File: config.mk
export PLATFORM = sky130hd
export DESIGN_NAME = bram_dma_ctrl
export DESIGN_NICKNAME = d
export VERILOG_FILES = /design/src/rtl/bram_dma_ctrl.sv
export SDC_FILE = /design/constraint.sdc
export NUM_CORES = 1
export LEC_CHECK = 0
export CORE_MARGIN = 10
export CORE_UTILIZATION = 44
export DETAILED_ROUTE_END_ITERATION = 6
export PLACE_DENSITY = 0.78
export SYNTH_ARGS = -nofsm -noshare
export SYNTH_HDL_FRONTEND = slang
export SYNTH_SLANG_ARGS = --single-unit
File: constraint.sdc
create_clock -name clk -period 2.7 [get_ports clk]
set_input_delay 0.27 -clock clk [delete_from_list [all_inputs] [get_ports clk]]
set_output_delay 0.27 -clock clk [all_outputs]
set_load 0.01 [all_outputs]
File: src/rtl/bram_dma_ctrl.sv
// bram_dma_ctrl: command-driven DMA between AXI-stream ports and BRAM port A.
// Optional write-side tlast checking is enabled with BRAM_DMA_CTRL_TLAST_CHECK_EN.
module bram_dma_ctrl #(
  parameter int unsigned ADDR_WIDTH = 13,
  parameter int unsigned DATA_WIDTH = 32
) (
  input  logic                  clk,
  input  logic                  rst_n,
  input  logic                  cmd_valid,
  output logic                  cmd_ready,
  input  logic                  cmd_dir,
  input  logic [ADDR_WIDTH-1:0] cmd_base,
  input  logic [15:0]           cmd_len,
  input  logic [DATA_WIDTH-1:0] s_axis_tdata,
  input  logic                  s_axis_tvalid,
  input  logic                  s_axis_tlast,
  output logic                  s_axis_tready,
  output logic [DATA_WIDTH-1:0] m_axis_tdata,
  output logic                  m_axis_tvalid,
  output logic                  m_axis_tlast,
  input  logic                  m_axis_tready,
  output logic [ADDR_WIDTH-1:0] base_addr,
  output logic                  dma_wr_en,
  output logic [DATA_WIDTH-1:0] dma_wr_data,
  output logic [15:0]           dma_write_pointer,
  output logic                  dma_rd_en,
  output logic [15:0]           dma_read_pointer,
  input  logic [DATA_WIDTH-1:0] dma_rd_data,
  output logic                  busy,
  output logic                  done,
  output logic                  err
);

  localparam int unsigned LEN_W = 16;
  localparam int unsigned OCC_W = 2;

  typedef enum logic [1:0] {
    S_IDLE  = 2'd0,
    S_WRITE = 2'd1,
    S_READ  = 2'd2,
    S_DONE  = 2'd3
  } state_t;

  state_t state, state_nxt;

  logic [ADDR_WIDTH-1:0] base_q;
  logic [LEN_W-1:0]      len_q;
  logic [LEN_W-1:0]      wr_ptr;
  logic [LEN_W-1:0]      rd_ptr;
  logic [LEN_W-1:0]      out_idx;
  logic [DATA_WIDTH-1:0] fifo_mem [2];
  logic                  fifo_wp;
  logic                  fifo_rp;
  logic [OCC_W-1:0]      fifo_cnt;
  logic [OCC_W-1:0]      occ_after_pop;
  logic                  rd_pend;
  logic                  accept;
  logic                  pop;
  logic                  wr_last;
  logic                  last_out;

  assign accept        = cmd_valid && (state == S_IDLE);
  assign wr_last       = (wr_ptr == len_q - LEN_W'(1));
  assign last_out      = (out_idx == len_q - LEN_W'(1));
  assign m_axis_tvalid = (fifo_cnt != '0);
  assign pop           = m_axis_tvalid && m_axis_tready;
  // FIFO words plus the in-flight read, after this cycle's pop; a new read may issue only below 2
  assign occ_after_pop = fifo_cnt + OCC_W'(rd_pend) - OCC_W'(pop);

  assign m_axis_tdata      = m_axis_tvalid ? fifo_mem[fifo_rp] : '0;
  assign m_axis_tlast      = m_axis_tvalid && last_out;
  assign base_addr         = base_q;
  assign dma_write_pointer = wr_ptr;
  assign dma_read_pointer  = rd_ptr;

  always_ff @(posedge clk or negedge rst_n) begin
    if (!rst_n) state <= S_IDLE;
    else        state <= state_nxt;
  end

  always_comb begin
    state_nxt = state;
    case (state)
      S_IDLE: begin
        if (accept) begin
          if (cmd_len == '0)  state_nxt = S_DONE;
          else if (cmd_dir)   state_nxt = S_READ;
          else                state_nxt = S_WRITE;
        end
      end
      S_WRITE: if (dma_wr_en && wr_last) state_nxt = S_DONE;
      S_READ:  if (pop && last_out)      state_nxt = S_DONE;
      S_DONE:  state_nxt = S_IDLE;
      default: state_nxt = S_IDLE;
    endcase
  end

  always_comb begin
    cmd_ready     = 1'b0;
    busy          = 1'b0;
    done          = 1'b0;
    s_axis_tready = 1'b0;
    dma_wr_en     = 1'b0;
    dma_wr_data   = '0;
    dma_rd_en     = 1'b0;
    case (state)
      S_IDLE: cmd_ready = 1'b1;
      S_WRITE: begin
        busy          = 1'b1;
        s_axis_tready = 1'b1;
        dma_wr_en     = s_axis_tvalid;
        dma_wr_data   = s_axis_tdata;
      end
      S_READ: begin
        busy      = 1'b1;
        dma_rd_en = (rd_ptr != len_q) && (occ_after_pop < OCC_W'(2));
      end
      S_DONE: begin
        busy = 1'b1;
        done = 1'b1;
      end
      default: ;
    endcase
  end

  // Pointers, command latch and read-return FIFO control
  always_ff @(posedge clk or negedge rst_n) begin
    if (!rst_n) begin
      base_q   <= '0;
      len_q    <= '0;
      wr_ptr   <= '0;
      rd_ptr   <= '0;
      out_idx  <= '0;
      fifo_wp  <= 1'b0;
      fifo_rp  <= 1'b0;
      fifo_cnt <= '0;
      rd_pend  <= 1'b0;
    end else if (accept) begin
      base_q   <= cmd_base;
      len_q    <= cmd_len;
      wr_ptr   <= '0;
      rd_ptr   <= '0;
      out_idx  <= '0;
      fifo_wp  <= 1'b0;
      fifo_rp  <= 1'b0;
      fifo_cnt <= '0;
      rd_pend  <= 1'b0;
    end else begin
      if (dma_wr_en) wr_ptr <= wr_ptr + LEN_W'(1);
      if (dma_rd_en) rd_ptr <= rd_ptr + LEN_W'(1);
      rd_pend <= dma_rd_en;
      if (rd_pend) fifo_wp <= ~fifo_wp;
      if (pop) begin
        fifo_rp <= ~fifo_rp;
        out_idx <= out_idx + LEN_W'(1);
      end
      fifo_cnt <= occ_after_pop;
    end
  end

  // BRAM returns data one cycle after dma_rd_en
  always_ff @(posedge clk) begin
    if (rd_pend) fifo_mem[fifo_wp] <= dma_rd_data;
  end

`ifdef BRAM_DMA_CTRL_TLAST_CHECK_EN
  logic err_q;

  // Sticky until the next command: tlast must mark exactly the final beat
  always_ff @(posedge clk or negedge rst_n) begin
    if (!rst_n)
      err_q <= 1'b0;
    else if (accept)
      err_q <= 1'b0;
    else if (dma_wr_en && (s_axis_tlast != wr_last))
      err_q <= 1'b1;
  end

  assign err = err_q;
`else
  logic unused_tlast;

  assign unused_tlast = s_axis_tlast;
  assign err          = 1'b0;
`endif

endmodule

# Yosys cells after proc, flatten, opt, wreduce, memory -nomap -nowiden

Memories as Yosys holds them, arrays and structs flattened.
Cells that the tools add are included.
Widths: inputs -> output; s select.

Add/subtract/negate cells: 6
Multiplexer cells: 28
Reductions and logical operators: 15
Magnitude comparators: 1
Bitwise logic cells: 2
Eq/ne operators: 9

Operators with widths:

| kind                  | count |
|---|---|
| $mux 16               | 6 |
| $mux 32               | 2 |
| $add 16x1->16 const B | 3 |
| $eq 16x16->1          | 2 |
| $logic_not 16->1      | 1 |
| $ne 16x16->1          | 1 |
| $sub 16x1->16 const B | 1 |
| $mux 1                | 13 |
| $mux 2                | 6 |
| $reduce_bool 2->1     | 5 |
| $pmux 2 s4            | 1 |
| $logic_and 1x1->1     | 6 |
| $ne 2x2->1 const B    | 3 |
| $eq 2x2->1 const B    | 2 |
| $reduce_and 3->1      | 1 |
| $reduce_or 3->1       | 1 |
| $add 2x1->2           | 1 |
| $eq 2x1->1 const B    | 1 |
| $logic_not 2->1       | 1 |
| $lt 2x2->1 const B    | 1 |
| $not 1->1             | 2 |
| $sub 2x1->2           | 1 |

Logic and storage cells: 72
Register bits: 84
Memory bits (writable): 64
Memories: 1
Input bits: 100

Memory list:

| memory   | words | width | read ports | clocked after Yosys merged registers in | write ports | line | RTL |
|---|---|---|---|---|---|---|---|
| fifo_mem | 2     | 32    | 1          | 0                                       | 1           | 51   | `logic [DATA_WIDTH-1:0] fifo_mem [2];` |

# Logic depth before layout (Yosys ltp)

Depth in word-level cells: 8
Mapped depth: 14
Gate-level depth less buffers: 13

# Worst setup path before layout

OpenSTA, ideal clock, no wires.

Path type: register -> register
Start: reg fifo_cnt[1]
End: reg rd_ptr[15] (netlist: dma_read_pointer[15])
Data required time: 2,568 ps
Path slack: -384 ps
Data arrival time: 2,952 ps
Stages on the path, launching flop included: 15
Path through: dfrtp_1 > nor2_1 > inv_1 > and2_1 > clkbuf_1 > ha_1 > inv_1 > ha_1 > xor2_1 > xnor2_1 > nand3_1 > nor4_1 > nand4_1 > xor2_1 > nor2_1

Cells in the longest elaborated chain, start to end: 7
Elaborated cells between the ends (all ways): 8
Classes of those cells: add/sub: 2; order compare: 1; mux: 1; reduce/logical: 4

Ends and longest elaborated chain:

| element                     | line | RTL |
|---|---|---|
| start, declared             | 54   | `logic [OCC_W-1:0] fifo_cnt;` |
| start signal, assigned      | 157  | `fifo_cnt <= occ_after_pop;` |
| $reduce_bool 2->1           | 65   | `assign m_axis_tvalid = (fifo_cnt != '0);` |
| named net m_axis_tvalid     | 19   | `output logic m_axis_tvalid,` |
| $logic_and 1x1->1           | 66   | `assign pop = m_axis_tvalid && m_axis_tready;` |
| $sub 2x1->2                 | 68   | `assign occ_after_pop = fifo_cnt + OCC_W'(rd_pend) - OCC_W'(pop);` |
| $lt 2x2->1                  | 116  | `dma_rd_en = (rd_ptr != len_q) && (occ_after_pop < OCC_W'(2));` |
| $logic_and 1x1->1           | 116  |  |
| $mux 1                      | 106  | `case (state)` |
| $reduce_bool 2->1 (no line) | n/a  |  |
| end signal, assigned        | 150  | `if (dma_rd_en) rd_ptr <= rd_ptr + LEN_W'(1);` |
| end, declared               | 49   | `logic [LEN_W-1:0] rd_ptr;` |

The timed path passes the listed nets, and every way through them passes these cells.
A chain may end at the register's enable or synchronous reset.

# Final worst setup path

Start: reg len_q[0]
End: out m_axis_tlast

Cells in the longest elaborated chain, start to end: 3

Ends and longest elaborated chain:

| element                | line | RTL |
|---|---|---|
| start, declared        | 47   | `logic [LEN_W-1:0] len_q;` |
| start signal, assigned | 140  | `len_q <= cmd_len;` |
| $sub 16x1->16          | 64   | `assign last_out = (out_idx == len_q - LEN_W'(1));` |
| $eq 16x16->1           | 64   |  |
| $logic_and 1x1->1      | 71   | `assign m_axis_tlast = m_axis_tvalid && last_out;` |
| end, declared          | 20   | `output logic m_axis_tlast,` |

Every way passes these cells.

==> metrics <==
Rel. slew slack=a little under three fifths; Multi-input gate area=roughly 3600 um^2; Clock Tree Root=clkbuf_16; critical path cell sequence=buf_4, buf_4, nor4_4, buf_4, nand4_1, xnor2_1, xnor2_1, nand2_1, nor4_2, buf_4, buf_6; initial drt markers=408; IO Pins=between 200 and 250; Seq cells post-synth=~150; Final Core Density=a little under 70%; Max IR drop VDD=about 0.6 mV; Routed Antenna Nets=0; part of the cycle the worst path needs=109%; Filler cells=about 1300; Core Area=approximately 17000 um^2; Layout Nets=1131; minimum clock period=just under 3 ns; asr flop ratio synth=between 50% and 60%; Hold Violations, Final=0; Vias=6446; WS Path Type=register to primary output; worst min-delay path category=input pin to register; Die Y-Extent=151 um; worst setup margin=-0.255 ns; slowest cell delay on critical path=approximately 0.4 ns; Clock Pin Slew Worst Setup and Hold Paths=around 0.070 ns; CTS sink count=about 150; Die ar.=around 23000 um^2; DRT Wirelength=roughly 23000 um; Clock Path Buffers=2; grt met2 use=33.5%; Pins Over Slew Limit=0; H-tree depth=4; Tot GR Track Use=between 10% and 20%; syn avg cell area=~10 um^2; crit path max-delay cell type=dfrtp_1; cell taking the most area after synthesis=dfrtp_1; largest net degree at the start of global routing=57; sequential-to-total area share from yosys stat=approximately 53%; required time worst endpoint=2.43 ns; max_cap viols=0; grt ovf=0; dpl hpwl=between 15000 and 20000 um; antenna violations before repair=1; Slew @ Worst Pin=about 0.64 ns; die width=151 um; Syn-to-layout area delta=50.9%; Post-Syn Instances=roughly 730; Setup crit start kind=register; WL/cell=18.1 um; failing checks=setup timing; vias in the first global route=~6500; Net Count, Synth=around 850; clock insertion delay at the later pin of the skew report=~0.43 ns; CTS tree=built; GR peak layer=met2; pwr dens=1000 nW/um^2; Final GP Congestion=slightly above 0.9; TritonCTS buffer count=17; dpl ws=-0.564 ns; RSZ-0062 raised after global routing=yes; clock skew=roughly 0.0074 ns; most used cell, CP=buf_4; Initial Util=a little under half; Synth Flop Type=dfrtp_1; dpl cell area=10500 um^2; met3 Resource Use GR=~4.9%; final instance area=11400 um^2; count of final setup violators=3; Reg area=4030 um^2; Tot Pwr=11.4 mW; status=finished, violations left; Leak=between 4 and 5 nW; grt met1 use=between 20 and 25%; CP endpoint kind=primary output; WHS=about 0.36 ns; ratio of cells with drive above 1 in the final layout=roughly 17%; FMAX=roughly 0.34 GHz; first-pass GRT wire length=approximately 35000 um; EDFF count, synth=64; Netlist Area Pre-Place=7550 um^2; DRC=0; yosys warns=0; Netlist cell types=52; WP data arrival=~2.7 ns; PortBufs=215; Pre-antenna DRT Iters=4; vias per cell=5.14; CP Max Fanout=3; Synth area leaders=dfrtp_1 (28%), edfxtp_1 (25%), xor2_1 (6.4%), nand2_1 (5.9%), xnor2_1 (5.0%); Site Rows=47; share of the synthesized area in the top cell type=27.8%
## final cells by class
type	count	share of cell area (%)
diodes	1	0.0220
clock buffers	17	3.73
clock inverters	15	1.53
inverters	13	0.428
multi-input cells	533	31.4
flip-flops and latches	148	35.3
well taps	220	2.42
repair buffers	307	25.1
## registers in the layout, indices dropped and copies added, names as in the netlist
register and cells:
state 2, dma_write_pointer 16, fifo_rp 1, len_q 16, base_addr 13, dma_read_pointer 16
fifo_cnt 2, out_idx 16, fifo_mem 64, fifo_wp 1, rd_pend 1
## worst paths after layout
check                               from                  end  slack (ns)  cells after the start
min in group asynchronous          rst_n  dma_read_pointer[5]        0.39                      2
min                          cmd_base[6]         base_addr[6]        0.36                      3
min reg2reg                base_addr[10]        base_addr[10]        0.47                      2
max in group asynchronous          rst_n             state[1]        1.59                      3
max                             len_q[0]         m_axis_tlast       -0.26                     11
max reg2reg                     len_q[4]             state[1]       -0.19                      9
## timing repair
item / in CTS / in global routing
gates resized for setup: 31 / 21
hold buffers: 1 / 0
endpoints found under the hold margin: 44 / 0
buffers inserted: 7 / 6
setup endpoints to repair: 7 / 15
pin swaps: 12 / 15
## logic make-up after synthesis
family / after synthesis / synth area share, %
compound gates: 42 / 3.60
xor+xnor: 98 / 11.4
fa+ha+maj: 11 / 1.82
buf+inv: 53 / 2.83
flops: 148 / 53.3
mux: 39 / 5.22
other cells: 1 / 0.0497
simple gates: 342 / 21.8
## layout by cell type (no fill, tap or decap), drive strengths merged, types with 4 or more instances in the layout
master / Yosys / layout
a21oi: 13 / 13
xnor2: 43 / 43
clkbuf: 32 / 17
dfrtp: 84 / 84
nand2: 118 / 118
and3: 13 / 13
ha: 11 / 11
or3: 6 / 6
buf: 8 / 94
nand3: 20 / 20
inv: 13 / 23
edfxtp: 64 / 64
nor4: 17 / 17
xor2: 55 / 55
clkinv: 0 / 5
nor3: 6 / 6
or4: 4 / 4
mux2i: 36 / 36
nand4: 12 / 12
o21ai: 13 / 13
nor2: 92 / 92
and2: 39 / 39
clkdlybuf4s50: 0 / 212
## Yosys cell counts, types with 3 or more instances
cell	number
a2111oi_0	3
a21oi_1	13
a31oi_1	3
and2_1	39
and3_1	13
and4_1	3
buf_1	3
buf_2	3
clkbuf_1	32
dfrtp_1	84
edfxtp_1	64
ha_1	11
inv_1	13
mux2_2	3
mux2i_1	36
nand2_1	118
nand3_1	20
nand4_1	12
nor2_1	91
nor2b_1	3
nor3_1	5
nor4_1	16
o21ai_0	11
or3_1	6
xnor2_1	43
xor2_1	55
## through the flow
step,std cells,TNS [ns]
after floorplan,734,-0.203
after global placement,1209,-1.55
after detailed placement,1209,-2.00
after CTS,1249,-0.710
after global routing,1254,-1.03
final,1254,-0.621
## layer usage
| metal | vias up | wire, um |
|---|---|---|
| met3 | 22 | 1700 |
| met2 | 214 | 11300 |
| met1 | 3132 | 9320 |
| met4 | 0 | 355 |
| met5 | - | 0 |
| li1 | 3078 | - |
## report_power, final
group          internal, mW  switching, mW  leakage (nW)  total [mW]
clock network          1.25           1.10         0.296        2.35
registers              2.79          0.364          1.69        3.16
logic                  3.04           2.85          2.86        5.89
## critical path: cells and delay by family, from the launching register on
family / cells / cell delay [ns]
simple gates: 4 / 0.75
xor+xnor: 2 / 0.38
flops: 1 / 0.40
buf+inv: 5 / 0.72
(Power assumes the default switching activity.)
